## src/rtl/seq_tail_light_dimmer.sv

```systemverilog
// Sequential turn/hazard tail-light controller with per-lamp PWM brightness ramps.
// Optional brake override input is compiled in with SEQ_TAIL_LIGHT_BRAKE_EN.
module seq_tail_light_dimmer #(
  parameter int LAMPS    = 3,
  parameter int STEPS    = 4,
  parameter int PWM_BITS = 8,
  parameter int TICK_DIV = 2**20
) (
  input  logic               clk,
  input  logic               reset,
  input  logic               left,
  input  logic               right,
  input  logic               hazard,
`ifdef SEQ_TAIL_LIGHT_BRAKE_EN
  input  logic               brake,
`endif
  output logic [2*LAMPS-1:0] light,
  output logic               busy
);

  localparam int LAST   = LAMPS*STEPS - 1;
  localparam int STEP_W = (LAMPS*STEPS > 1) ? $clog2(LAMPS*STEPS) : 1;
  localparam int TICK_W = $clog2(TICK_DIV);

  // state | meaning: IDLE dark gap / waiting, RUN_L left ramp, RUN_R right ramp, RUN_H hazard
  typedef enum logic [1:0] {IDLE, RUN_L, RUN_R, RUN_H} state_t;

  state_t              state, state_next;
  logic [STEP_W-1:0]   step, step_next;
  logic [PWM_BITS-1:0] pwm_cnt;
  logic [TICK_W-1:0]   tick_cnt;
  logic                tick;
  logic [LAMPS-1:0]    lamp_on, right_on, left_nx, right_nx;
  logic                busy_nx;

  assign tick = (tick_cnt == TICK_W'(TICK_DIV - 1));

  always_ff @(posedge clk) begin
    if (reset) begin
      pwm_cnt  <= '0;
      tick_cnt <= '0;
    end else begin
      pwm_cnt  <= pwm_cnt + 1'b1;
      tick_cnt <= tick ? '0 : tick_cnt + 1'b1;
    end
  end

  always_ff @(posedge clk) begin
    if (reset) begin
      state <= IDLE;
      step  <= '0;
    end else begin
      state <= state_next;
      step  <= step_next;
    end
  end

  always_comb begin
    state_next = state;
    step_next  = step;
    if (tick) begin
      case (state)
        IDLE: begin
          step_next = '0;
          if (hazard)             state_next = RUN_H;
          else if (left ^ right)  state_next = left ? RUN_L : RUN_R;
        end
        default: begin
          if (step == STEP_W'(LAST)) begin
            state_next = IDLE;
            step_next  = '0;
          end else begin
            step_next = step + 1'b1;
          end
        end
      endcase
    end
  end

  // k counts how many steps lamp i has been ramping; STEPS or more means fully lit
  function automatic logic lamp_lit(input int k, input logic [PWM_BITS-1:0] cnt);
    if (k <= 0)     return 1'b0;
    if (k >= STEPS) return 1'b1;
    return int'(cnt) < ((k << PWM_BITS) / STEPS);
  endfunction

  for (genvar i = 0; i < LAMPS; i++) begin : g_lamp
    assign lamp_on[i]          = lamp_lit(int'(step) - i*STEPS + 1, pwm_cnt);
    assign right_on[LAMPS-1-i] = lamp_on[i];
  end

  always_comb begin
    left_nx  = '0;
    right_nx = '0;
    case (state)
      RUN_L:   left_nx  = lamp_on;
      RUN_R:   right_nx = right_on;
      RUN_H: begin
        left_nx  = lamp_on;
        right_nx = right_on;
      end
      default: ;
    endcase
`ifdef SEQ_TAIL_LIGHT_BRAKE_EN
    if (brake) begin
      if (state == IDLE || state == RUN_R) left_nx  = '1;
      if (state == IDLE || state == RUN_L) right_nx = '1;
    end
`endif
    busy_nx = (state != IDLE);
  end

  always_ff @(posedge clk) begin
    if (reset) begin
      light <= '0;
      busy  <= 1'b0;
    end else begin
      light <= {left_nx, right_nx};
      busy  <= busy_nx;
    end
  end

endmodule

```

## config.mk

```make
export PLATFORM = sky130hd
export DESIGN_NAME = seq_tail_light_dimmer
export DESIGN_NICKNAME = d
export VERILOG_FILES = /design/src/rtl/seq_tail_light_dimmer.sv
export SDC_FILE = /design/constraint.sdc
export NUM_CORES = 1
export LEC_CHECK = 0
export CORE_MARGIN = 2
export CORE_UTILIZATION = 45
export CTS_CLUSTER_DIAMETER = 200
export DETAILED_ROUTE_END_ITERATION = 8
export PLACE_DENSITY_LB_ADDON = 0.15
export SYNTH_ARGS = -nofsm -noshare
export SYNTH_HDL_FRONTEND = slang
export SYNTH_SLANG_ARGS = --single-unit
```

## constraint.sdc

```tcl
create_clock -name clk -period 2.9 [get_ports clk]
set_clock_uncertainty 0.2 [all_clocks]
set_input_delay 0.29 -clock clk [delete_from_list [all_inputs] [get_ports clk]]
set_output_delay 0.29 -clock clk [all_outputs]
set_load 0.01 [all_outputs]
```

After elaboration in Yosys (flattened, before gate mapping)
Cells that the tools add are included.

Flip-flop bits (word level): 41. Bits in latches: 0. RAM bits: 0. Bits in read-only memories: 0. Input bits: 5. Word-level logic and storage cells: 70. Memories: 0.

Add/sub/neg operators: 8. Multiply operators: 0. Div/mod/pow operators: 0. Magnitude comparators: 9. Equal/unequal tests: 6. Shift-type cells: 0. Mux-type cells: 28. Bitwise gates (word level): 3. Reductions and logical operators: 9.

Operators by type and width (count): 9-bit by 12-bit less-than comparator with 1-bit output (2); 1-bit 2-to-1 mux (21); 20-bit by 1-bit adder with 20-bit output, second input constant (1); 20-bit == test, second input constant (1); 5-bit by 2-bit adder with 6-bit output, second input constant (2); 6-bit by 4-bit >= comparator with 1-bit output, second input constant (2); 6-bit by 1-bit less-or-equal comparator with 1-bit output, second input constant (2); 8-bit by 11-bit less-than comparator with 1-bit output (1); 2-bit 2-to-1 mux (5); 2-bit OR reduction (5); 8-bit by 1-bit adder with 8-bit output, second input constant (1); 4-bit 2-to-1 mux (2); 4-bit by 1-bit adder with 5-bit output, second input constant (1); 5-bit by 3-bit >= comparator with 1-bit output, second input constant (1); 5-bit by 1-bit less-or-equal comparator with 1-bit output, second input constant (1); 4-bit by 3-bit subtractor with 5-bit output, second input constant (1); 4-bit by 4-bit subtractor with 5-bit output, second input constant (1); 4-bit by 1-bit adder with 4-bit output, second input constant (1); 2-bit == test, second input constant (2); 4-bit == test, second input constant (1); 2-bit nonzero test (2); 3-bit inequality test, second input constant (1); 3-bit AND reduction (1); 2-bit by 1-bit == test with 1-bit output, second input constant (1); other kinds (3) (4).

Longest topological paths before layout
Depth in word-level cells: 7. Depth in mapped cells: 7. Mapped depth without buffers: 7.

Worst setup path before layout
No wires, ideal clock.

Path type: reg-to-reg. Start point: register step[2]. End point: register light[4]. Setup time: 0.127 ns. Arrival: 1.847 ns. Slack: 0.726 ns. Cell stages (with the launch flop): 7. Cells stage by stage: dfxtp_1 -> clkbuf_1 -> inv_1 -> ha_1 -> or4b_2 -> o21ai_1 -> nor3_1.

Longest elaborated chain between the ends: 7.

RTL lines: start: declaration (line 29) `logic [STEP_W-1:0] step, step_next;`; start signal: assignment (line 54) `step <= step_next;`; 4-bit by 3-bit subtractor with 5-bit output (*) (line 88) `assign lamp_on[i] = lamp_lit(int'(step) - i*STEPS + 1, pwm_cnt);`; 5-bit by 2-bit adder with 6-bit output (*) (line 88); 6-bit by 4-bit >= comparator with 1-bit output (line 83) `if (k >= STEPS) return 1'b1;`; 1-bit 2-to-1 mux (2 in series) (line 83); 1-bit 2-to-1 mux (line 84) `return int'(cnt) < ((k << PWM_BITS) / STEPS);`; 1-bit 2-to-1 mux (*) (line 83); end signal: assignment (line 118) `light <= {left_nx, right_nx};`; end: declaration (line 17) `output logic [2*LAMPS-1:0] light,`.

Mark *: on every way between the ends. The rest lies on a longest branch, timed or not. The select of a mux whose other input is x is not followed. A chain may end at the register's enable or synchronous reset.

Worst setup path after layout
Start point: register tick_cnt[0]. End point: register step[0].

Longest elaborated chain between the ends: 1.

RTL lines: start: declaration (line 31) `logic [TICK_W-1:0] tick_cnt;`; start signal: assignment (line 44) `tick_cnt <= tick ? '0 : tick_cnt + 1'b1;`; 20-bit == test (line 36) `assign tick = (tick_cnt == TICK_W'(TICK_DIV - 1));`.

No other way between the ends.

==> results.toml <==
[clock_tree]
clk_pin_slew_ns = 0.08
htree_levels = 2
cts_tree = "built"
postCtsSetupBuffers = 0
cts_sinks = 41
post_cts_resize_count = 0
cts.path.max_buffers = 2
cts_hold_buffers = 0
cts-root-buf = "clkbuf_8"
cts_buffers = 5
clock_latency_ns = 0.30

[route]
post-route-drc-count = 0
wire_per_inst_um = 11.3
postRouteAntennaNets = 0
finalWirelength_um = 3200
vias = 1466
vias_per_cell = 5.20
dr.pass1.iters = 4
drt_iter0_drc = 45

[timing]
fin_crit_ns = 2.26
fin_crit_sh_pct = 77.9
tightestPinTransition_ns = 0.379
final-setup-viol-count = 0
drv_slew = 0
hold_violations = 0
fmax_ghz = 0.443
slew_headroom_pct = 74.5
tns_ns = 0
grt_setup_unrepaired = "false"

[status]
status = "finished clean"

[floorplanning]
die_w_um = 69.1
fp-row-count = 23
die_h_um = 69.1
core_area_sq_um = 4030
start_util_pct = 47.3
num_io_pins = 12
die_area_sq_um = 4770

[layout]
drive_above_1_share_pct = 7.76
final_cells = 282
syn_to_final_growth_pct = 15.5
layout.nets = 247
num_antenna_cells = 0

[power]
leakage_nw = 0.762
p_int_mw = 0.865
comb_power_share_pct = 3.0
powerDensity_nw_per_um2 = 494
vdd_drop_max_mv = 0.329
pwr-share-clk_pct = 44.0
swShare_pct = 20.4
p_switching_mw = 0.221
seqPwrFrac_pct = 53.0

[setup_path]
path_class = "flop to flop"
start_kind = "flop"
cp-end-kind = "flop"
cp.required_ns = 2.93
r2r-end = "step[0]"
r2r_cells = 5
path_max_fanout = 7
r2r-start = "tick_cnt[0]"
rrSetupSlack_ns = 0.64
critPathArrivalTime_ns = 2.29

[synth]
ys_ff_latch = 41
synth_area_leaders = "dfxtp_1, ha_1, nor2_1, xnor2_1, nand3_1"
synthFlopType = "dfxtp_1"
seq_area_frac_synth_pct = 43.1
synthesis.nets = 231
syn-cell-area_sq_um = 1900
synthArstFlopShare_pct = 0
synth_cell_types = 42
synth_edf_count = 0
synthTopCellsByCount = "dfxtp_1, nor2_1, nand3_1, xnor2_1"
synth_top_area_share_pct = 43.1
yosysWarningCount = 0
synthDominantAreaCellType = "dfxtp_1"
yosysMostFrequentCell = "dfxtp_1"
netlist_instances = 215
syn_avg_cell_area_sq_um = 8.86

[flow_run]
cap_violations = 0

[global_route]
grt_pass1_vias = 1372
use_met3_pct = 5.70
grt_pass1_wl_um = 5780
grt_antenna_before_repair = 0
grt_usage_pct = 14.7
grt_overflow = 0
grtUsageMet2_pct = 23.6
grt-busiest-layer = "met2"
gr-usage-met1_pct = 17.8
grt_max_degree = 14

[min_path]
hold_path.class = "flop to flop"
holdPathStages = 1
min_to = "pwm_cnt[0]"
worstHoldStart = "pwm_cnt[0]"

[place]
place_hpwl_um = 2270
place_inst = 274
gp_routability_congestion = 0.781
portBuffers = 11
power groups by stage:
| stage | Combinational, mW | Clock, mW | Sequential [mW] |
|---|---|---|---|
| after detailed placement | 0.0332 | 0 | 0.589 |
| after global routing | 0.0371 | 0.521 | 0.577 |
| after floorplan | 0.0208 | 0 | 0.588 |
| after global placement | 0.0339 | 0 | 0.589 |
| final | 0.0329 | 0.478 | 0.576 |
| after CTS | 0.0335 | 0.495 | 0.576 |
state kept, by name (all words and copies together), names as in the netlist:
signal    cells
light         6
tick_cnt     20
pwm_cnt       8
state         2
step          4
busy          1
layout by cell type (no fill, tap or decap), drive strengths merged, types with 6 or more instances in the layout:
cell / n
clkbuf: 6
nand3: 15
xor2: 7
inv: 11
dfxtp: 41
a21oi: 8
nor3: 7
o21ai: 9
ha: 11
xnor2: 13
clkdlybuf4s50: 11
nand2: 9
nor2: 31
kinds of logic after synthesis:
| family | after synthesis | share of synthesized area (%) |
|---|---|---|
| AND/OR/NAND/NOR | 90 | 24.8 |
| flip-flops | 41 | 43.1 |
| AO/OA/AOI/OAI | 35 | 11.4 |
| XOR/XNOR | 20 | 9.20 |
| buffers and inverters | 16 | 3.22 |
| adder cells (fa/ha/maj) | 11 | 7.23 |
| multiplexers | 2 | 1.05 |
worst max path at each step:
stage / startpoint / to / cells after the start
after global placement: tick_cnt[0] / step[0] / 5
after detailed placement: tick_cnt[0] / step[0] / 5
after global routing: tick_cnt[0] / step[0] / 5
after CTS: tick_cnt[0] / step[0] / 5
final: tick_cnt[0] / step[0] / 5
after floorplan: step[2] / light[4] / 6
cell type report:
cell class | instances | area (sq um)
clock inverters | 2 | 37.5
inverters | 11 | 41.3
fillers | 381 | 1830
well taps | 50 | 62.6
clock buffers | 6 | 82.6
flip-flops and latches | 41 | 821
multi-input cells | 158 | 1020
repair buffers | 14 | 133
per-layer routing:
metal | vias up | part of all wire, % | wire (um)
met1 | 654 | 51 | 1630
li1 | 790 | - | -
met5 | - | 0 | 0
met3 | 4 | 4.1 | 132
met4 | 0 | 1.3 | 40
met2 | 18 | 44 | 1400
metrics by stage:
step	utilization (%)	area, sq um	worst slack [ns]	hold WS (ns)	power [mW]
after global placement	51.6	2080	0.703	0.229	0.623
final	54.6	2200	0.640	0.246	1.09
after floorplan	-	1900	0.726	0.159	0.609
after global routing	54.6	2200	0.516	0.286	1.14
after detailed placement	51.6	2080	0.670	0.235	0.622
after CTS	54.6	2200	0.632	0.249	1.10
critical path: stages (launching register included):
cell     delay, ns
dfxtp_1       0.37
ha_1          0.23
nand4_2       0.22
or4_4         0.62
or4_1         0.41
a21oi_1       0.14
(Power assumes the default switching activity.)
